**src/rtl/systolic_feeder.sv**
```systemverilog
// Activation skew feeder: buffers one NxN tile, then streams it into the
// PE rows with a one-cycle lag per row.
`ifndef DATA_W
`define DATA_W 8
`endif

module systolic_feeder #(
  parameter int ARRAY_SIZE = 4
) (
  input  logic                           clk,
  input  logic                           rst,
  input  logic                           load_valid,
  output logic                           load_ready,
  input  logic [`DATA_W-1:0]             load_data,
  input  logic                           hold,
  output logic [ARRAY_SIZE*`DATA_W-1:0]  row_data,
  output logic [ARRAY_SIZE-1:0]          row_valid,
  output logic                           busy,
  output logic                           done
);

  localparam int N      = ARRAY_SIZE;
  localparam int DW     = `DATA_W;
  localparam int NN     = N * N;
  localparam int IDX_W  = $clog2(NN);
  localparam int T_W    = $clog2(2 * N - 1);

  localparam logic [IDX_W-1:0] LAST_IDX = IDX_W'(NN - 1);
  localparam logic [T_W-1:0]   LAST_T   = T_W'(2 * N - 2);

  typedef enum logic [1:0] {
    IDLE,
    LOAD,
    STREAM,
    DONE
  } state_t;

  state_t           state_q, state_d;
  logic [IDX_W-1:0] idx_q, idx_d;
  logic [T_W-1:0]   t_q, t_d;
  logic [DW-1:0]    buf_q [NN];
  logic [DW-1:0]    buf_d [NN];

  always_comb begin
    state_d = state_q;
    idx_d   = idx_q;
    t_d     = t_q;
    buf_d   = buf_q;
    unique case (state_q)
      IDLE: begin
        if (load_valid) begin
          buf_d[0] = load_data;
          idx_d    = IDX_W'(1);
          state_d  = LOAD;
        end
      end
      LOAD: begin
        if (load_valid) begin
          buf_d[idx_q] = load_data;
          if (idx_q == LAST_IDX) begin
            idx_d   = '0;
            t_d     = '0;
            state_d = STREAM;
          end else begin
            idx_d = idx_q + IDX_W'(1);
          end
        end
      end
      STREAM: begin
        // hold freezes t, and with it every output lane
        if (!hold) begin
          if (t_q == LAST_T) begin
            t_d     = '0;
            state_d = DONE;
          end else begin
            t_d = t_q + T_W'(1);
          end
        end
      end
      DONE: begin
        state_d = IDLE;
      end
      default: begin
        state_d = IDLE;
      end
    endcase
  end

  always_ff @(posedge clk or negedge rst) begin
    if (!rst) begin
      state_q <= IDLE;
      idx_q   <= '0;
      t_q     <= '0;
    end else begin
      state_q <= state_d;
      idx_q   <= idx_d;
      t_q     <= t_d;
    end
  end

  // Tile storage has no reset; its contents only matter after a full load.
  always_ff @(posedge clk) begin
    buf_q <= buf_d;
  end

  assign load_ready = (state_q == IDLE) || (state_q == LOAD);
  assign busy       = (state_q != IDLE);
  assign done       = (state_q == DONE);

  // Lane i shows A[i][k] when t == i + k.
  always_comb begin
    row_data  = '0;
    row_valid = '0;
    if (state_q == STREAM) begin
      for (int i = 0; i < N; i++) begin
        for (int k = 0; k < N; k++) begin
          if (t_q == T_W'(i + k)) begin
            row_data[i*DW +: DW] = buf_q[i*N+k];
            row_valid[i]         = 1'b1;
          end
        end
      end
    end
  end

endmodule

```
**config.mk**
```make
export PLATFORM = sky130hd
export DESIGN_NAME = systolic_feeder
export DESIGN_NICKNAME = d
export VERILOG_FILES = /design/src/rtl/systolic_feeder.sv
export SDC_FILE = /design/constraint.sdc
export NUM_CORES = 1
export LEC_CHECK = 0
export BUFFER_PORTS_ARGS = -buffer_cell sky130_fd_sc_hd__clkbuf_2
export CORE_MARGIN = 2
export CORE_UTILIZATION = 35
export CTS_CLUSTER_DIAMETER = 150
export DETAILED_ROUTE_END_ITERATION = 6
export GPL_TIMING_DRIVEN = 1
export HOLD_SLACK_MARGIN = 0.06
export PLACE_DENSITY = 0.61
export SKIP_LAST_GASP = 1
export SLEW_MARGIN = 5
export SYNTH_ARGS = -nofsm -noshare
export SYNTH_HDL_FRONTEND = slang
export SYNTH_SLANG_ARGS = --single-unit
```
**constraint.sdc**
```tcl
create_clock -name clk -period 2.55 [get_ports clk]
set_input_delay 0.51 -clock clk [delete_from_list [all_inputs] [get_ports clk]]
set_output_delay 0.51 -clock clk [all_outputs]
set_load 0.01 [all_outputs]
```
Yosys cells after proc, flatten, opt, wreduce, memory -nomap -nowiden

Index checks and enable logic that the tools add are counted.

Memories kept: 0
Output and inout bits: 39
Memory bits (writable): 0
Input port bits: 12
Bits in latches: 0
Register bits after elaboration: 137
ROM bits: 0

Div/mod/pow operators: 0
Shift operators: 0
$mul: 0
$add $sub $neg: 2
Reduce and logical (&&, ||, !) cells: 11
Bitwise gates (word level): 1
Equality and inequality tests: 15
$lt $le $gt $ge: 2
Mux-type cells: 55

Operators with widths:

| operator                                                   | count |
|---|---|
| two-way mux 8 bit                                          | 18 |
| bitwise mux 128 bit                                        | 1 |
| two-way mux 128 bit                                        | 1 |
| demux 8 bit (select 4 bit)                                 | 1 |
| two-way mux 32 bit                                         | 1 |
| two-way mux 1 bit                                          | 16 |
| two-way mux 4 bit                                          | 4 |
| one-hot mux 8 bit (2 select lines)                         | 1 |
| two-way mux 3 bit                                          | 4 |
| two-way mux 2 bit                                          | 5 |
| != test 2 bit, second input constant                       | 5 |
| == test 3 bit, second input constant                       | 3 |
| one-hot mux 2 bit (4 select lines)                         | 1 |
| one-hot mux 4 bit (2 select lines)                         | 1 |
| == test 3 x 2 -> 1 bit, second input constant              | 2 |
| one-hot mux 3 bit (2 select lines)                         | 1 |
| nonzero test 2 bit                                         | 3 |
| greater-or-equal comparator 5 bit, second input constant   | 1 |
| less-than comparator 5 x 1 -> 1 bit, second input constant | 1 |
| inverter 4 -> 5 bit                                        | 1 |
| AND reduction 5 bit                                        | 1 |
| adder 4 x 1 -> 4 bit, second input constant                | 1 |
| == test 2 bit, second input constant                       | 2 |
| == test 4 bit, second input constant                       | 1 |
| 10 further kinds                                           | 10 |

Depth between registers and ports, before layout

Gate-level depths: netlist (run 1).

Word-level depth: 8
Mapped depth: 9
Gate-level depth less buffers: 6

Worst setup path before layout (run 1)

OpenSTA, ideal clock, no wires.

Path kind: reg2out
Start: reg t_q[0]
End: out row_data[16]
Setup slack: 0.012 ns
Data arrival time: 2.028 ns
Data required time: 2.040 ns
Stages on the path, launching flop included: 10
Cell sequence: dfrtp_1 buf_2 buf_2 and2_1 ha_1 buf_4 buf_2 clkbuf_1 nand3_1 a31oi_1

Cells in the longest elaborated chain, start to end: 6

RTL lines:

| what                            | RTL line | RTL |
|---|---|---|
| start, declared                 | 40       | `logic [T_W-1:0] t_q, t_d;` |
| start signal, assigned          | 97       | `t_q <= t_d;` |
| == test 3 x 2 -> 1 bit          | 117      | `if (t_q == T_W'(i + k)) begin` |
| two-way mux 8 bit (3 in series) | 117      |  |
| two-way mux 8 bit *             | 117      |  |
| two-way mux 32 bit *            | 114      | `if (state_q == STREAM) begin` |
| end, declared                   | 16       | `` output logic [ARRAY_SIZE*`DATA_W-1:0] row_data, `` |

Mark *: on every way between the ends. The rest lies on a longest branch, timed or not.

Worst setup path in the final report (run 1)

Start: reg t_q[1]
End: out row_data[29]

The elaborated chain is that of the path after synthesis.

==> reports/results.tsv, run 1 <==
metric	value	unit
outcome	finished, final reports clean	
ioPinCount	51	
gpl.final_weighted_congestion	0.798	
criticalPathCategory	reg2out	
worst_path_largest_cell_delay	0.41	ns
clkPwrFrac	0.342	
tritoncts	built	
yosys.area_share.xor_xnor	0.00150	
antenna_cells	0	
vdd.ir_drop.worst	0.617	mV
crit_path_top_delay_cell	sky130_fd_sc_hd__dfrtp_1	
count_of_unresolved_drc_violations_after_routing	0	
coreArea	16500	sq um
final.min_clock_period	2.51	ns
total_switching_power	2.07	mW
synth_warnings	0	
synth_cell_type_count	40	
synth_top_area_share	0.657	
cell_area_power_density	991	nW/um^2
dpl.hpwl	8660	microns
critical_path_capture_point_type	output port	
combPwrFrac	0.277	
min_path_type	in2reg	
p_int	5.10	mW
drive_above_1_share	0.280	
chipWidth	133	microns
number_of_buffers_inserted_during_clock_tree_synthesis	17	
crit_path_cell_trace	buf_6 > and2b_4 > buf_6 > a21oi_1 > a211o_1 > a21boi_2 > buf_2	
cap_violations	0	
worst_path_dominant_cell_family	buffers and inverters	
final_antenna_net_count	0	
netSwitchingFraction	0.289	
place_ws	0.183	ns
cts.sink_count	137	
vias_per_cell	5.08	
grt_start_max_net_pins	17	
synth_area_leader_cell	sky130_fd_sc_hd__edfxtp_1	
numPortBuffers	50	
rsz0062_at_grt	yes	
clkTransAtPathRegs	0.06	ns
clock_network_latency_to_the_later_pin_of_the_worst_skew_pair	0.41	ns
h-tree-depth	4	
syn_nets	434	
final_cell_count_no_fill	720	
total_leakage_power	2.51	nW
power.share.sequential	0.380	
grt_first_pass_wirelength	20600	microns
grt_pass1_vias	3633	
number_of_antenna_violations_at_the_first_check_in_global_routing	0	
postSynthCellCount	412	
synthesis.area	5850	sq um
post_synth_and_or_nand_nor_area_fraction	0.0911	
worstPathRequired	2.04	ns
worst_clock_skew	0.00501	ns
initial_utilization	0.355	
slew_headroom	0.667	
row_count	47	
layout_worst_path_cycle_share	0.983	
clockRootBuffer	sky130_fd_sc_hd__clkbuf_16	
gr-total-overflow	0	
final_nets	510	
route.vias.total	3655	
grt.total_usage	0.155	
final-hold-violation-count	0	
fin_hold_ws	0.474	ns
postPlaceCellArea	6420	sq um
design_area	7240	sq um
cp.buffers_inverters	3	
synth_compound_area_frac	0.125	
drt_iter0_drc	312	
drt_wl_total	13400	microns
critical-path-top-cell-by-count	sky130_fd_sc_hd__buf_6	
cp.arrival	2.00	ns
biggest_area_contributors_in_the_synthesized_netlist	sky130_fd_sc_hd__edfxtp_1, sky130_fd_sc_hd__dfrtp_1, sky130_fd_sc_hd__mux2i_1	
fp.dieH	133	microns
synth_fa_ha_area_frac	0.0214	
area_growth_syn_to_layout	23.8	%
floorplan.die_area	17800	sq um
drt_pass1_iterations	5	
ctsLongestPathBuffers	2	
dominant_combinational_cell_family_by_area_after_synthesis	compound AO/OA/AOI/OAI gates	
yosysSeqAreaShare	0.696	
worst_slew_pin_slew	0.500	ns
maxClockFrequency	399	MHz
crit_path_start_kind	flop	
num-fill-cells	1491	
yosys-mux-area-fraction	0.0366	
place.detailed.instances	680	
final_critical_path_setup_slack	0.0424	ns
worstPathMaxFanout	8	
syn-mean-instance-area	14.2	sq um
finalSetupViolCount	0	
ys_ff_latch	137	
maxSlewViolCount	0	
detail_routed_net_length_per_standard_cell	18.6	microns
## cells by family after synthesis
| group | count (synthesis) |
|---|---|
| AO/OA/AOI/OAI | 105 |
| XOR/XNOR | 1 |
| adder cells (fa/ha/maj) | 10 |
| buffers and inverters | 34 |
| flip-flops | 137 |
| multiplexers | 21 |
| AND/OR/NAND/NOR | 104 |
## sequential cells by signal (all words and copies together), names as in the netlist
name     count
state_q      2
buf_q      128
t_q          3
idx_q        4
## placed cells by master (no fill, tap or decap), drive strengths merged
cell type and instances:
edfxtp 128, a31oi 8, a22oi 1, inv 7, o221ai 1, o21ai 34
a21oi 11, nor2 18, o21a 2, nand2b 5, a32o 2, nor4b 3
dfrtp 9, nand2 35, a221oi 9, a32oi 1, mux2 3, dlygate4sd3 1
mux2i 18, nand3 13, nor2b 2, a211o 8, bufinv 4, a21boi 8
nor3b 3, nor3 1, xnor2 1, clkinv 7, o31a 2, buf 43
clkbuf 58, and2 23, clkinvlp 1, a22o 18, or2 1, and2b 1
ha 10
## cells in the mapped netlist
| cell type | count |
|---|---|
| sky130_fd_sc_hd__a211o_1 | 8 |
| sky130_fd_sc_hd__a21boi_1 | 8 |
| sky130_fd_sc_hd__a21oi_1 | 11 |
| sky130_fd_sc_hd__a221oi_1 | 7 |
| sky130_fd_sc_hd__a221oi_2 | 2 |
| sky130_fd_sc_hd__a22o_1 | 18 |
| sky130_fd_sc_hd__a22oi_1 | 1 |
| sky130_fd_sc_hd__a31oi_1 | 8 |
| sky130_fd_sc_hd__a32o_1 | 2 |
| sky130_fd_sc_hd__a32oi_1 | 1 |
| sky130_fd_sc_hd__and2_1 | 23 |
| sky130_fd_sc_hd__and2b_1 | 1 |
| sky130_fd_sc_hd__buf_1 | 1 |
| sky130_fd_sc_hd__buf_2 | 10 |
| sky130_fd_sc_hd__buf_4 | 3 |
| sky130_fd_sc_hd__buf_6 | 2 |
| sky130_fd_sc_hd__clkbuf_1 | 11 |
| sky130_fd_sc_hd__dfrtp_1 | 9 |
| sky130_fd_sc_hd__edfxtp_1 | 128 |
| sky130_fd_sc_hd__ha_1 | 10 |
| sky130_fd_sc_hd__inv_1 | 7 |
| sky130_fd_sc_hd__mux2_2 | 3 |
| sky130_fd_sc_hd__mux2i_1 | 18 |
| sky130_fd_sc_hd__nand2_1 | 35 |
| sky130_fd_sc_hd__nand2b_1 | 5 |
| sky130_fd_sc_hd__nand3_1 | 13 |
| sky130_fd_sc_hd__nor2_1 | 14 |
| sky130_fd_sc_hd__nor2_2 | 2 |
| sky130_fd_sc_hd__nor2_4 | 1 |
| sky130_fd_sc_hd__nor2b_1 | 2 |
| sky130_fd_sc_hd__nor3_2 | 1 |
| sky130_fd_sc_hd__nor3b_1 | 3 |
| sky130_fd_sc_hd__nor4b_1 | 3 |
| sky130_fd_sc_hd__o21a_1 | 2 |
| sky130_fd_sc_hd__o21ai_0 | 32 |
| sky130_fd_sc_hd__o21ai_1 | 2 |
| sky130_fd_sc_hd__o221ai_1 | 1 |
| sky130_fd_sc_hd__o31a_1 | 2 |
| sky130_fd_sc_hd__or2_2 | 1 |
| sky130_fd_sc_hd__xnor2_1 | 1 |
## per-layer routing
metal | GRT usage | part of all wire | vias up
met5 | 0 | 0 | -
met4 | 0.0496 | 0.012 | 0
met3 | 0.0350 | 0.049 | 13
met2 | 0.255 | 0.49 | 100
met1 | 0.204 | 0.44 | 1818
li1 | - | - | 1724
## final cells by class
type | count | area, sq um | share of cell area
Clock inverter | 12 | 156 | 0.0216
Inverter | 7 | 26.3 | 0.00363
Timing Repair Buffer | 83 | 527 | 0.0728
Multi-Input combinational cell | 242 | 1750 | 0.242
Tap cell | 220 | 275 | 0.0380
Clock buffer | 19 | 433 | 0.0598
Sequential cell | 137 | 4070 | 0.562
## stage by stage
step	total power, mW	TNS [ns]	utilization
finish	7.18	0	0.440
detailed placement	4.57	0	0.390
global route	7.51	-0.229	0.440
CTS	7.14	-0.00925	0.434
floorplan	3.96	0	-
global placement	4.54	0	0.390
## path summary, 6_finish.rpt
path | from | endpoint | slack [ns] | cells after the start
max | t_q[1] | row_data[29] | 0.04 | 7
min | load_valid | idx_q[0] | 0.47 | 2
max reg2reg | idx_q[1] | t_q[0] | 0.52 | 4
min reg2reg | idx_q[0] | idx_q[3] | 0.62 | 2
max in group asynchronous | rst | idx_q[3] | 1.85 | 2
min in group asynchronous | rst | state_q[1] | 0.49 | 2
## timing repair
| item | 4_1_cts | 5_1_grt |
|---|---|---|
| pin swaps | 7 | 19 |
| setup buffers | 4 | 3 |
| endpoints found under the setup margin | 33 | 33 |
| gates resized for setup | 24 | 33 |
| hold buffers | 1 | 0 |
| endpoints found under the hold margin | 9 | 0 |
| gates cloned | 1 | 1 |
## power by group through the flow
stage	clock [mW]	combinational [mW]	sequential, mW
after floorplan	0	1.24	2.72
after global placement	0	1.78	2.76
after detailed placement	0	1.80	2.77
after CTS	2.49	1.92	2.72
after global routing	2.60	2.16	2.75
final	2.45	1.99	2.73
Power figures use the tool's default switching activity.
==> run 2, diff against run 1 <==
- CORE_ASPECT_RATIO: default -> 0.8
==> run 2 against run 1 <==
Compared with the run above:
- largest power group unchanged
- the flow now finishes with violations (setup timing)
- global-route usage increased by 1.5 points
- critical path depth is the same
- count of clock-buffer cells in the layout is 1 higher
- critical endpoint unchanged
==> reports/results.tsv, run 2 (same netlist as run 1, synthesis figures left out) <==
metric	value	unit	change
outcome	finished, violations left		
grt.total_usage	0.170		+0.0148
ioPinCount	51		unchanged
grt_first_pass_wirelength	21900	microns	+6.5%
layout_worst_path_cycle_share	1.00		+0.0171
maxSlewViolCount	0		unchanged
antenna_cells	0		unchanged
final_critical_path_setup_slack	-0.00119	ns	-0.0436 ns
h-tree-depth	4		unchanged
ctsLongestPathBuffers	2		unchanged
clock_network_latency_to_the_later_pin_of_the_worst_skew_pair	0.42	ns	about the same
chipWidth	149	microns	+11%
biggest_registers_after_layout	buf_q: 128 flops, idx_q: 4 flops, t_q: 3 flops		
cp.buffers_inverters	4		+1
drt_iter0_drc	258		-17%
detail_routed_net_length_per_standard_cell	19.7	microns	+6.1%
drt_pass1_iterations	4		-1
failed_checks	setup timing		
crit_path_cell_trace	buf_6 > and2b_2 > buf_6 > buf_4 > a211o_1 > a21boi_1 > buf_2		
gr-total-overflow	0		unchanged
num-fill-cells	1477		-0.94%
floorplan.die_area	17800	sq um	about the same
fp.dieH	120	microns	-10%
worst_clock_skew	0.00993	ns	+0.00492 ns
crit_path_top_delay_cell	sky130_fd_sc_hd__dfrtp_1		
route.vias.total	3740		+2.3%
row_count	42		-11%
worstPathRequired	2.04	ns	about the same
critical_path_capture_point_type	output port		
crit_path_start_kind	flop		
final-hold-violation-count	0		unchanged
numPortBuffers	50		unchanged
hold_start	load_valid		
worst_path_largest_cell_delay	0.42	ns	about the same
place.detailed.instances	681		+0.15%
tritoncts	built		
clkTransAtPathRegs	0.06	ns	about the same
cap_violations	0		unchanged
number_of_antenna_violations_at_the_first_check_in_global_routing	0		unchanged
postPlaceCellArea	6430	sq um	+0.12%
min_path_type	in2reg		
timing.critical_path.from	t_q[1]		
final_nets	516		+1.2%
clockRootBuffer	sky130_fd_sc_hd__clkbuf_16		
total_leakage_power	2.55	nW	+1.4%
count_of_unresolved_drc_violations_after_routing	0		unchanged
drt_wl_total	14400	microns	+7.1%
setup_total_negative_slack	-0.00119	ns	-0.00119 ns
final_cell_count_no_fill	727		+0.97%
design_area	7340	sq um	+1.4%
final_antenna_net_count	0		unchanged
drive_above_1_share	0.310		+0.0297
final.min_clock_period	2.55	ns	+0.0436 ns
mostFrequentLayoutCell	sky130_fd_sc_hd__edfxtp_1		
worst_slew_pin_slew	0.531	ns	+0.0304 ns
area_growth_syn_to_layout	25.6	%	
cp.arrival	2.04	ns	+0.04 ns
initial_utilization	0.356		+0.000378
critical-path-top-cell-by-count	sky130_fd_sc_hd__buf_6		
max_flop_register	buf_q		
slew_headroom	0.646		-0.0202
grt_pass1_vias	3791		+4.3%
coreArea	16400	sq um	-0.11%
criticalPathCategory	reg2out		
dpl.hpwl	9050	microns	+4.5%
worstPathMaxFanout	8		unchanged
vdd.ir_drop.worst	0.599	mV	-3.0%
rsz0062_at_grt	yes		
largest_register_ffs	128		unchanged
cts.sink_count	137		unchanged
reg_to_reg_start	state_q[0]		
number_of_buffers_inserted_during_clock_tree_synthesis	17		unchanged
grt_start_max_net_pins	18		+1
layout.cells.most_common_list	sky130_fd_sc_hd__edfxtp_1, sky130_fd_sc_hd__clkbuf_2, sky130_fd_sc_hd__nand2_1, sky130_fd_sc_hd__buf_4, sky130_fd_sc_hd__o21ai_0		
vias_per_cell	5.14		+1.3%
cell_area_power_density	992	nW/um^2	about the same
maxClockFrequency	392	MHz	-1.7%
finalSetupViolCount	1		+1
worst_path_dominant_cell_family	buffers and inverters		
gpl.final_weighted_congestion	0.802		+0.50%
==> run 2: changes by cell type in the layout (fill, tap and decap cells not counted), moves of 3 or more <==
cell,change
sky130_fd_sc_hd__a221oi_1,-5
sky130_fd_sc_hd__a221oi_2,+5
sky130_fd_sc_hd__buf_4,+3
sky130_fd_sc_hd__clkinv_1,-5
sky130_fd_sc_hd__clkinv_2,+3
sky130_fd_sc_hd__clkinv_4,+4
sky130_fd_sc_hd__o21ai_0,-6
sky130_fd_sc_hd__o21ai_1,+6
==> run 2: worst register-to-register path, stage by stage (launching register included) <==
cell and delay [ns]:
sky130_fd_sc_hd__dfrtp_1 0.40, sky130_fd_sc_hd__inv_1 0.11, sky130_fd_sc_hd__ha_1 0.36, sky130_fd_sc_hd__buf_4 0.25
sky130_fd_sc_hd__mux2i_1 0.10, sky130_fd_sc_hd__a221oi_2 0.42, sky130_fd_sc_hd__mux2_2 0.40
==> run 2: metal layers <==
layer,up-vias,wire [microns],global-route usage,part of all wire
met5,-,0,0,0
met4,0,174,0.0554,0.012
met3,17,743,0.0388,0.052
met2,100,6670,0.260,0.46
met1,1885,6770,0.241,0.47
li1,1738,-,-,-
==> run 2: power by group <==
| part | leakage, nW | switching [mW] | internal (mW) |
|---|---|---|---|
| logic | 0.982 | 1.17 | 0.921 |
| registers | 1.27 | 0.109 | 2.62 |
| clock network | 0.297 | 0.902 | 1.56 |
==> run 2: stage by stage <==
step                       util  power (mW)  setup WS (ns)  hold WS (ns)
after floorplan               -        3.96         0.0117         0.214
after global placement    0.391        4.58          0.255         0.389
after detailed placement  0.391        4.61          0.192         0.397
after CTS                 0.439        7.20        -0.0278         0.443
after global routing      0.446        7.63        -0.0975         0.475
final                     0.446        7.28       -0.00119         0.453
==> run 2: final cells by class <==
type                    instances  area (sq um)  area share
inverters                       7          26.3     0.00358
multi-input cells             243          1800       0.246
clock inverters                12           150      0.0204
well taps                     220           275      0.0375
clock buffers                  20           447      0.0608
flip-flops and latches        137          4070       0.554
repair buffers                 88           572      0.0779
==> run 2: worst paths after layout <==
| path | to | slack (ns) | depth (start not counted) |
|---|---|---|---|
| min in group asynchronous | state_q[0] | 0.48 | 2 |
| min reg2reg | state_q[1] | 0.59 | 1 |
| max reg2reg | t_q[2] | 0.40 | 6 |
| max in group asynchronous | idx_q[2] | 1.85 | 2 |
| min | idx_q[0] | 0.45 | 2 |
| max | row_data[29] | -0.001 | 7 |
==> run 2: what timing repair did <==
action | in CTS | in global routing
pin swaps | 8 | 12
gates cloned | 2 | 1
setup endpoints to repair | 33 | 32
resized for setup | 27 | 42
hold buffers | 1 | 0
endpoints found under the hold margin | 9 | 0
setup buffers | 9 | 1
